**src/rtl/pc_fetch_controller.sv**
```systemverilog
// pc_fetch_controller: owns the fetch PC, picks PC+4 / branch / jump target and holds it on memory busywait.
// Optional commit statistics (INSTR_CNT, BR_TAKEN_CNT) are compiled in when BRANCH_STATS_EN is defined.
module pc_fetch_controller #(
  parameter logic [31:0] RESET_VECTOR  = 32'h0000_0000,
  parameter int          STALL_TIMEOUT = 255,
  parameter int          CNT_W         = 8
) (
  input  logic        CLK,
  input  logic        RESET,
  input  logic        IMEM_BUSYWAIT,
  input  logic        DMEM_BUSYWAIT,
  input  logic        BRANCH,
  input  logic        BRANCHNOT,
  input  logic        JUMP,
  input  logic        ZERO,
  input  logic [7:0]  RD_OFFSET,
  output logic [31:0] PC,
  output logic        FETCH_REQ,
  output logic        STALL,
  output logic        TAKEN,
`ifdef BRANCH_STATS_EN
  output logic [15:0] BR_TAKEN_CNT,
  output logic [15:0] INSTR_CNT,
`endif
  output logic        TIMEOUT_ERR
);

  typedef enum logic [1:0] {
    ST_IDLE,
    ST_RUN,
    ST_STALL,
    ST_HALT
  } state_t;

  localparam bit               WDOG_EN   = (STALL_TIMEOUT != 0);
  localparam logic [CNT_W-1:0] TIMEOUT_V = CNT_W'(STALL_TIMEOUT);
  localparam logic [CNT_W-1:0] CNT_ONE   = CNT_W'(1);

  state_t           state;
  state_t           state_nxt;
  logic [CNT_W-1:0] stall_cnt;
  logic [CNT_W-1:0] stall_cnt_nxt;
  logic             busy;
  logic             take;
  logic             commit;
  logic             taken_nxt;
  logic             timeout_nxt;
  logic [31:0]      pc_plus4;
  logic [31:0]      offset_ext;
  logic [31:0]      target;
  logic [31:0]      next_pc;

  assign busy       = IMEM_BUSYWAIT | DMEM_BUSYWAIT;
  assign take       = JUMP | (BRANCH & ZERO) | (BRANCHNOT & ~ZERO);
  assign pc_plus4   = PC + 32'd4;
  // Word offset: sign-extend and scale by 4 before adding to the fall-through address.
  assign offset_ext = {{22{RD_OFFSET[7]}}, RD_OFFSET, 2'b00};
  assign target     = pc_plus4 + offset_ext;
  assign next_pc    = take ? target : pc_plus4;

  always_comb begin
    state_nxt     = state;
    stall_cnt_nxt = stall_cnt;
    commit        = 1'b0;
    taken_nxt     = 1'b0;
    timeout_nxt   = TIMEOUT_ERR;
    FETCH_REQ     = 1'b0;
    STALL         = 1'b0;
    case (state)
      ST_IDLE: begin
        state_nxt = ST_RUN;
      end
      ST_RUN: begin
        FETCH_REQ = 1'b1;
        if (busy) begin
          STALL         = 1'b1;
          stall_cnt_nxt = CNT_ONE;
          state_nxt     = ST_STALL;
        end else begin
          commit    = 1'b1;
          taken_nxt = take;
        end
      end
      ST_STALL: begin
        FETCH_REQ = 1'b1;
        if (!busy) begin
          commit        = 1'b1;
          taken_nxt     = take;
          stall_cnt_nxt = '0;
          state_nxt     = ST_RUN;
        end else begin
          STALL = 1'b1;
          if (WDOG_EN && (stall_cnt == TIMEOUT_V)) begin
            state_nxt   = ST_HALT;
            timeout_nxt = 1'b1;
          end else if (stall_cnt != '1) begin
            stall_cnt_nxt = stall_cnt + CNT_ONE;
          end
        end
      end
      ST_HALT: begin
        STALL = 1'b1;
      end
      default: begin
        state_nxt = ST_IDLE;
      end
    endcase
  end

  always_ff @(posedge CLK or negedge RESET) begin
    if (!RESET) begin
      state       <= ST_IDLE;
      stall_cnt   <= '0;
      PC          <= RESET_VECTOR;
      TAKEN       <= 1'b0;
      TIMEOUT_ERR <= 1'b0;
    end else begin
      state       <= state_nxt;
      stall_cnt   <= stall_cnt_nxt;
      TAKEN       <= taken_nxt;
      TIMEOUT_ERR <= timeout_nxt;
      if (commit) begin
        PC <= next_pc;
      end
    end
  end

`ifdef BRANCH_STATS_EN
  // Counters only move on commits, so they naturally freeze while stalled or halted.
  always_ff @(posedge CLK or negedge RESET) begin
    if (!RESET) begin
      INSTR_CNT    <= 16'h0000;
      BR_TAKEN_CNT <= 16'h0000;
    end else begin
      if (commit && (INSTR_CNT != 16'hFFFF)) begin
        INSTR_CNT <= INSTR_CNT + 16'd1;
      end
      if (commit && take && (BR_TAKEN_CNT != 16'hFFFF)) begin
        BR_TAKEN_CNT <= BR_TAKEN_CNT + 16'd1;
      end
    end
  end
`endif

endmodule

```
**config.mk**
```make
export PLATFORM = sky130hd
export DESIGN_NAME = pc_fetch_controller
export DESIGN_NICKNAME = d
export VERILOG_FILES = /design/src/rtl/pc_fetch_controller.sv
export SDC_FILE = /design/constraint.sdc
export NUM_CORES = 1
export LEC_CHECK = 0
export CORE_MARGIN = 2
export CORE_UTILIZATION = 30
export CTS_BUF_LIST = sky130_fd_sc_hd__clkbuf_8
export CTS_CLUSTER_SIZE = 40
export DETAILED_ROUTE_END_ITERATION = 8
export PLACE_DENSITY = 0.56
export SETUP_SLACK_MARGIN = 0.5
export SLEW_MARGIN = 20
export SYNTH_ARGS = -nofsm -noshare
export SYNTH_HDL_FRONTEND = slang
export SYNTH_SLANG_ARGS = --single-unit
export TNS_END_PERCENT = 30
```
**constraint.sdc**
```tcl
create_clock -name CLK -period 7.2 [get_ports CLK]
set_clock_uncertainty 0.2 [all_clocks]
set_input_delay 1.44 -clock CLK [delete_from_list [all_inputs] [get_ports CLK]]
set_output_delay 1.44 -clock CLK [all_outputs]
set_load 0.02 [all_outputs]
```
==> out/metrics.cfg <==
[outcome]
status = complete, no violations

[flow_run]
max_cap_violations = 0

[synthesis]
yosysUniqueCellTypes = 67
synth_top_area_share_pct = 23.44
ys_seq_area_share_pct = 23.44
yosysMostFrequentCell = nand2_1
avgSynthCellArea_um2 = 7.785
synth_area_leader_cell = dfrtp_1
synth_commonest_cells = nand2_1, a21oi_1, o21ai_0, nor2_1, ha_1
synthTopCellsByArea = dfrtp_1, ha_1, xnor2_1
synthesis.area_um2 = 4484
synthFlopType = dfrtp_1
synth_cells = 576
async_reset_ff_share_pct = 100.0
ys_ff_latch = 42
synth_edf_count = 0
synth-warning-count = 0

[worst_setup_path]
worst-path-buf-inv = 3
crit_arrival_ns = 3.10
path_cells = clkdlybuf4s50_1, nor2_1, inv_1, a21oi_1, nor2_1, clkdlybuf4s50_1
r2r_start = PC[11]
cpPeakStageDelay_ns = 0.53
crit_required_ns = 5.56
critPathLaunch = DMEM_BUSYWAIT
critPathKind = in2out
cpMaxStageDelayCell = clkdlybuf4s50_1
cp_top_family = buffers and inverters
cp-end-kind = output port
cp-start-kind = input port
cp_max_fo = 9
timing.reg2reg.setup_slack_ns = 2.99

[global_route]
antenna_found_initial = 0
grt_use_total_pct = 17.08
grt_max_degree = 47
grt_pass1_vias = 4364
overflow = 0
grt_pass1_wl_um = 22470

[sta]
setup_violations = 0
fin_crit_ns = 4.741
fin_setup_tns_ns = 0
max_slew_margin_pct = 46.92
hold_slack_ns = 0.3209
worstMarginPinSlew_ns = 0.7914
rsz0062_at_grt = no
drv_slew = 0
postLayoutSetupSlackWorst_ns = 2.459
hold_viol_final = 0
min_period_over_period_pct = 65.84
fmaxAchievable_mhz = 210.9

[placed_design]
pre_cts_ws_ns = 2.191
placed_cells_incl_taps = 791
portBuffers = 49
dpl-instance-area_um2 = 5132
dp_hpwl_um = 9914
place_congestion = 0.9039

[cts]
numCtsBuffers = 5
h-tree-depth = 2
post-cts-setup-buffer-count = 0
cts_max_path_buffers = 2
clock_tree.root_cell = clkbuf_8
cts.sinks = 42
cts_hold_buf = 0
cts_tree = done
cts_resized = 0
clk-insertion-delay-late_ns = 0.32
clk_pin_slew_worst_paths_ns = 0.09

[floorplan]
fp-row-count = 44
initial_utilization_pct = 30.74
die_area_um2 = 15940
ioPinCount = 52
die_x_um = 126.3
coreArea_um2 = 14590
die_h_um = 126.3

[detailed_routing]
viasPerCell = 5.506
dr_total_vias = 4399
drt_iter0_markers = 237
postRouteAntennaNets = 0
wl_per_cell_um = 16.92
firstDrtPassIters = 4
wirelength_um = 13520
drc = 0

[final_layout]
regArea_um2 = 1051
multi_input_area_um2 = 3264
final_cells = 799
drive_gt1_share_pct = 5.366
design_area_um2 = 5248
nFillCells = 1481
nets = 675
n_antenna_cell = 0
fin_util_pct = 35.97
area_delta_synth_final_pct = 17.02

[hold_path]
hp-class = reg2reg
min_from = TIMEOUT_ERR

[power_and_ir_drop]
total_power_mw = 2.267
p_leak_nw = 2.167
peakVddDrop_mv = 0.1351
pwr_density_cell_nw_per_um2 = 432.0

registers in the layout, indices dropped and copies added, names as in the netlist:
name	flops
TIMEOUT_ERR	1
PC	30
TAKEN	1
stall_cnt	8
state	2
worst register-to-register path, cell delays in order, from the launching register on:
cell      delay [ns]
dfrtp_1         0.43
and3_1          0.22
and3_1          0.31
nor4b_4         0.50
nand3_1         0.16
xnor2_1         0.26
ha_1            0.36
a211oi_1        0.34
o21ai_0         0.18
a21oi_1         0.27
o31ai_1         0.12
a31oi_1         0.23
nor2b_1         0.19
xnor2_1         0.13
o22ai_1         0.09
a21oi_1         0.15
cell families after synthesis:
| family | after synthesis | synth area share, % |
|---|---|---|
| simple gates | 215 | 24.69 |
| compound gates | 179 | 24.58 |
| xor+xnor | 51 | 9.961 |
| fa+ha+maj | 45 | 12.72 |
| flops | 42 | 23.44 |
| buf+inv | 41 | 4.018 |
| mux | 2 | 0.5022 |
| other cells | 1 | 0.08363 |
cells in the final DEF, fill, tap and decap left out, types with 3 or more instances in the layout:
master,n
a211oi_1,5
a21o_1,11
a21oi_1,52
a221oi_1,3
a22oi_1,4
a31oi_1,10
a41oi_1,3
and3_1,11
and3_2,3
buf_4,6
clkbuf_8,5
clkdlybuf4s50_1,48
dfrtp_1,42
ha_1,44
inv_1,17
nand2_1,67
nand2b_1,4
nand3_1,21
nand4_1,13
nor2_1,47
nor2b_1,7
nor3_1,15
nor4_1,3
o211ai_1,3
o21a_1,6
o21ai_0,49
o21bai_1,3
o22ai_1,9
or2_2,3
or3_1,4
xnor2_1,30
xor2_1,21
per-layer routing:
metal	wire, um	track usage, %	up-vias
met2	6361	28.49	100
met5	0	0	-
met4	187	3.943	0
met3	471	1.997	13
met1	6498	23.69	2115
li1	-	-	2171
where the power goes:
group	internal [mW]	switching [mW]
Combinational	0.675	0.883
Clock	0.104	0.102
Sequential	0.330	0.173
Total	1.11	1.16
layout make-up:
| type | instances | area share (%) |
|---|---|---|
| Clock buffer | 5 | 1.311 |
| Clock inverter | 3 | 0.8345 |
| Inverter | 17 | 1.216 |
| Multi-Input combinational cell | 494 | 62.21 |
| Sequential cell | 42 | 20.03 |
| Tap cell | 184 | 4.387 |
| Timing Repair Buffer | 54 | 10.01 |
path summary, 6_finish.rpt:
| kind | end | cells past startpoint |
|---|---|---|
| min in group asynchronous | PC[3] | 1 |
| max | STALL | 6 |
| min reg2reg | TIMEOUT_ERR | 1 |
| min | TIMEOUT_ERR | 1 |
| max reg2reg | PC[27] | 15 |
| max in group asynchronous | PC[9] | 1 |
No activity file was read; power rests on OpenSTA's default activity.
